**src/rtl/ext_pkg.sv**
```systemverilog
// Shared encodings and helpers for the extension unit.
// Mode constants are shared by the datapath and the extension unit.
package ext_pkg;

  localparam int MODE_W = 3;

  localparam logic [MODE_W-1:0] EXT_ZEXT = 3'd0;
  localparam logic [MODE_W-1:0] EXT_SEXT = 3'd1;
  localparam logic [MODE_W-1:0] EXT_LUI  = 3'd2;
  localparam logic [MODE_W-1:0] EXT_LB   = 3'd3;
  localparam logic [MODE_W-1:0] EXT_LBU  = 3'd4;
  localparam logic [MODE_W-1:0] EXT_LH   = 3'd5;
  localparam logic [MODE_W-1:0] EXT_LHU  = 3'd6;
  localparam logic [MODE_W-1:0] EXT_PASS = 3'd7;

  // Only halfword loads have an alignment constraint; bytes are always aligned.
  function automatic logic ext_misaligned(input logic [MODE_W-1:0] mode, input logic off0);
    return ((mode == EXT_LH) || (mode == EXT_LHU)) && off0;
  endfunction

endpackage

```
**src/rtl/ext_core.sv**
```systemverilog
// Combinational extension datapath: immediate zero/sign/upper extension and
// little-endian byte/halfword load extraction.
module ext_core
  import ext_pkg::*;
#(
  parameter int DATA_W = 32,
  parameter int IMM_W  = 16,
  localparam int OFF_W = $clog2(DATA_W/8)
) (
  input  logic [DATA_W-1:0] data,
  input  logic [MODE_W-1:0] mode,
  input  logic [OFF_W-1:0]  off,
  output logic [DATA_W-1:0] result,
  output logic              err
);

  logic [IMM_W-1:0]  imm;
  logic [DATA_W-1:0] sh;
  logic [7:0]        b;
  logic [15:0]       h;

  assign imm = data[IMM_W-1:0];
  // Shifting the word down by the byte offset puts the selected lane at bit 0.
  assign sh  = data >> {off, 3'b000};
  assign b   = sh[7:0];
  assign h   = sh[15:0];
  assign err = ext_misaligned(mode, off[0]);

  always_comb begin
    result = data;
    case (mode)
      EXT_ZEXT: result = {{(DATA_W-IMM_W){1'b0}}, imm};
      EXT_SEXT: result = {{(DATA_W-IMM_W){imm[IMM_W-1]}}, imm};
      EXT_LUI:  result = {imm, {(DATA_W-IMM_W){1'b0}}};
      EXT_LB:   result = {{(DATA_W-8){b[7]}}, b};
      EXT_LBU:  result = {{(DATA_W-8){1'b0}}, b};
      EXT_LH:   result = err ? '0 : {{(DATA_W-16){h[15]}}, h};
      EXT_LHU:  result = err ? '0 : {{(DATA_W-16){1'b0}}, h};
      default:  result = data;
    endcase
  end

endmodule

```
**src/rtl/ext_pipe_unit.sv**
```systemverilog
// Registered, handshaked extension stage: 1-cycle latency with a main entry
// driving the outputs and a skid entry so in_ready can be a pure register.
module ext_pipe_unit
  import ext_pkg::*;
#(
  parameter int DATA_W = 32,
  parameter int IMM_W  = 16,
  parameter int TAG_W  = 5,
  localparam int OFF_W = $clog2(DATA_W/8)
) (
  input  logic              clk,
  input  logic              reset,
  input  logic              flush,
  input  logic              in_valid,
  output logic              in_ready,
  input  logic [DATA_W-1:0] in_data,
  input  logic [MODE_W-1:0] in_mode,
  input  logic [OFF_W-1:0]  in_off,
  input  logic [TAG_W-1:0]  in_tag,
  output logic              out_valid,
  input  logic              out_ready,
  output logic [DATA_W-1:0] out_data,
  output logic              out_err,
  output logic [TAG_W-1:0]  out_tag
);

  typedef struct packed {
    logic [DATA_W-1:0] data;
    logic              err;
    logic [TAG_W-1:0]  tag;
  } ent_t;

  ent_t              main_q, skid_q, nxt;
  logic              main_v, skid_v;
  logic [DATA_W-1:0] core_res;
  logic              core_err;

  ext_core #(.DATA_W(DATA_W), .IMM_W(IMM_W)) u_core (
    .data   (in_data),
    .mode   (in_mode),
    .off    (in_off),
    .result (core_res),
    .err    (core_err)
  );

  assign nxt       = '{data: core_res, err: core_err, tag: in_tag};
  assign in_ready  = !skid_v;
  assign out_valid = main_v;
  assign out_data  = main_q.data;
  assign out_err   = main_q.err;
  assign out_tag   = main_q.tag;

  // Skid only fills while main is stalled, so an accept with skid_v set is impossible.
  always_ff @(posedge clk) begin
    if (reset) begin
      main_q <= '0;
      skid_q <= '0;
      main_v <= 1'b0;
      skid_v <= 1'b0;
    end else if (flush) begin
      main_v <= 1'b0;
      skid_v <= 1'b0;
    end else if (!main_v || out_ready) begin
      if (skid_v) begin
        main_q <= skid_q;
        main_v <= 1'b1;
        skid_v <= 1'b0;
      end else if (in_valid) begin
        main_q <= nxt;
        main_v <= 1'b1;
      end else begin
        main_v <= 1'b0;
      end
    end else if (in_valid && !skid_v) begin
      skid_q <= nxt;
      skid_v <= 1'b1;
    end
  end

endmodule

```
**config.mk**
```make
export PLATFORM = sky130hd
export DESIGN_NAME = ext_pipe_unit
export DESIGN_NICKNAME = d
export VERILOG_FILES = /design/src/rtl/ext_pkg.sv /design/src/rtl/ext_core.sv /design/src/rtl/ext_pipe_unit.sv
export SDC_FILE = /design/constraint.sdc
export NUM_CORES = 1
export LEC_CHECK = 0
export ABC_AREA = 1
export CORE_MARGIN = 2
export CORE_UTILIZATION = 55
export CTS_CLUSTER_DIAMETER = 200
export DETAILED_ROUTE_END_ITERATION = 7
export PLACE_DENSITY = 0.88
export SLEW_MARGIN = 15
export SYNTH_ARGS = -nofsm -noshare
export SYNTH_HDL_FRONTEND = slang
export SYNTH_SLANG_ARGS = --single-unit
export TNS_END_PERCENT = 1
```
**constraint.sdc**
```tcl
create_clock -name clk -period 2 [get_ports clk]
set_clock_uncertainty 0.05 [all_clocks]
set_input_delay 0.2 -clock clk [delete_from_list [all_inputs] [get_ports clk]]
set_output_delay 0.2 -clock clk [all_outputs]
set_load 0.01 [all_outputs]
```
==> reports/metrics.cfg <==
[synthesis]
synthXorXnorAreaFrac_pct = 0
synth.net_count = 690
syn_inst = 643
ys_seq_area_share_pct = 37.8
ys_seq_elements = 78
muxShareOfSynthArea_pct = 0
synthSimpleGateAreaFrac_pct = 33.2
yosys_warnings = 0
synth-adder-area-share_pct = 0
syn-cell-area_sq_mm = 0.00413
synth_top_family_by_area = simple AND/OR/NAND/NOR gates
synth_compound_area_share_pct = 20.6
ys_types = 25
avgSynthCellArea_sq_um = 6.42

[clock_tree]
htree_levels = 3
cts_root_buf = clkbuf_8
cts_resized = 0
ctsHoldBuffers = 0
cts_tree = done
clockBufferDepth = 2
clock_latency_ps = 360
cts_buffers = 9
cts_setup_buffers = 0
cts_sinks = 78
clk_pin_slew_ps = 90

[critical_path]
cp_top_family = buffers and inverters
crit_fanout = 8
cp_slowest_cell = clkdlybuf4s50_1
cp.arrival_ps = 1420
ff2ff_setup_slack_ps = 370
cp-end-kind = output pin
reg2regPathDepth = 5
r2r-end = out_data[4]
r2r-start = skid_v
crit_path_start_kind = flop
path_cells = inv_2 > clkdlybuf4s50_1
required_ps = 1750
cp_num_buf_inv = 2
criticalPathCategory = reg2out
crit_path_max_incr_delay_ps = 560

[global_route]
antenna_found_initial = 0
grt-ovfl-total = 0
grt_pass1_wl_um = 22600
grt_util_all_layers_pct = 34.0
grt_max_degree = 39
grt_pass1_vias = 4609

[sta]
max-slew-margin-rel_pct = 57.1
finalCritPeriodShare_pct = 83.7
setup_viol = 0
tightest_slew_ps = 643
rsz0062_at_grt = no
hold_violations = 0
fin_ws_ps = 325
slew_viol_final = 0
setup_tns_ps = 0
fin_crit_ps = 1670
max_freq_ghz = 0.597

[pwr]
p_per_area_mw_per_mm2 = 678
total_power_w = 0.00359
power_leakage_nw = 2.32
irDropWorstVdd_uv = 456

[die]
num_rows = 31
pin_count = 87
die_height_um = 90.6
die_area_sq_mm = 0.00822
core_sq_mm = 0.00725
die_w_um = 90.6
start_util_pct = 56.9

[routing]
drtIter0Drc = 381
wire_per_inst_um = 16.9
wirelength_um = 13900
postRouteAntennaNets = 0
avgViaCountPerCell = 5.81
drt-pass1-iter-count = 5
num_vias = 4778
drc_errors = 0

[min_path]
min_to = out_tag[4]
hold_class = in2reg
hold_depth = 3
min-delay-start = in_tag[4]

[cells_and_area]
syn_to_final_growth_pct = 28.4
final_cell_area_sq_mm = 0.00530
regArea_sq_mm = 0.00156
diodes = 0
final_common_cell = nand2_1
fillers = 598
drive_above_1_share_pct = 7.46
multiInputGateArea_sq_mm = 0.00222
final_cell_mix = nand2_1, nor2_1, clkdlybuf4s50_1
finalNonFillerCells = 823
layout.nets = 766

[place]
placed_area_sq_mm = 0.00511
dp_hpwl_um = 9750
place_ws_ps = 36.8
io_buffers = 86
gp_congestion = 1.00
dp_cells = 807

[outcome]
status = completed

[job]
drv_cap = 0

[per-stage QoR]
step | hold WS (ps) | utilization, %
finish | 394 | 73.1
global route | 420 | 73.1
CTS | 390 | 73.1
detailed placement | 426 | 70.5
global placement | 408 | 70.5
floorplan | 257 | -
[tightest hold or removal path, stage by stage]
cell             delay, ps
clkdlybuf4s50_1        420
nand2_1                 70
a31oi_1                 70
[metal layers]
layer,wire length [um],GRT usage (%),share of wire [%],vias to the layer above
met5,0,0,0,-
met4,450,12.4,3.2,0
met3,1100,6.43,7.9,45
met2,6830,60.0,49,242
met1,5530,41.2,40,2207
li1,-,-,-,2284
[final cells by class]
cell class	count	area share, %
multi-input cells	488	41.8
flip-flops and latches	78	29.5
repair buffers	109	20.4
clock buffers	11	2.48
inverters	33	2.34
well taps	99	2.34
clock inverters	5	1.11
[synth_stat cells, drive strengths merged]
master	instances	area, sq um
nor2	102	408
dfxtp	78	1560
o31ai	1	7.51
nand2	167	642
nand3	24	130
nand4	26	163
clkbuf	16	62.6
a21oi	78	390
nor3	2	26.3
o22ai	4	25.0
inv	33	124
buf	28	163
o21ai	79	395
a31oi	5	31.3
[registers in the layout (all words and copies together) (netlist names)]
register,count
out_tag,5
skid_q,38
skid_v,1
out_valid,1
out_data,32
out_err,1
[kinds of logic (layout without fill, tap and decap cells)]
group	after synthesis	after routing
compound gates	167	167
buf+inv	77	158
flops	78	78
simple gates	321	321
[worst max path at each step]
stage | slack [ps] | cells after the start | from | end
after floorplan | 610 | 8 | out_valid | skid_q[23]
after global placement | 90 | 8 | in_mode[2] | out_data[15]
after global routing | 200 | 10 | in_off[0] | out_data[10]
after detailed placement | 40 | 9 | in_mode[1] | out_data[5]
after CTS | 330 | 2 | skid_v | in_ready
final | 330 | 2 | skid_v | in_ready
[report_power, final]
group | internal, W | switching (W) | total [W]
logic | 0.000320 | 0.000409 | 0.000730
clock network | 0.000581 | 0.000630 | 0.00121
registers | 0.00162 | 0.0000349 | 0.00165
total | 0.00252 | 0.00107 | 0.00359
(Power assumes the default switching activity.)
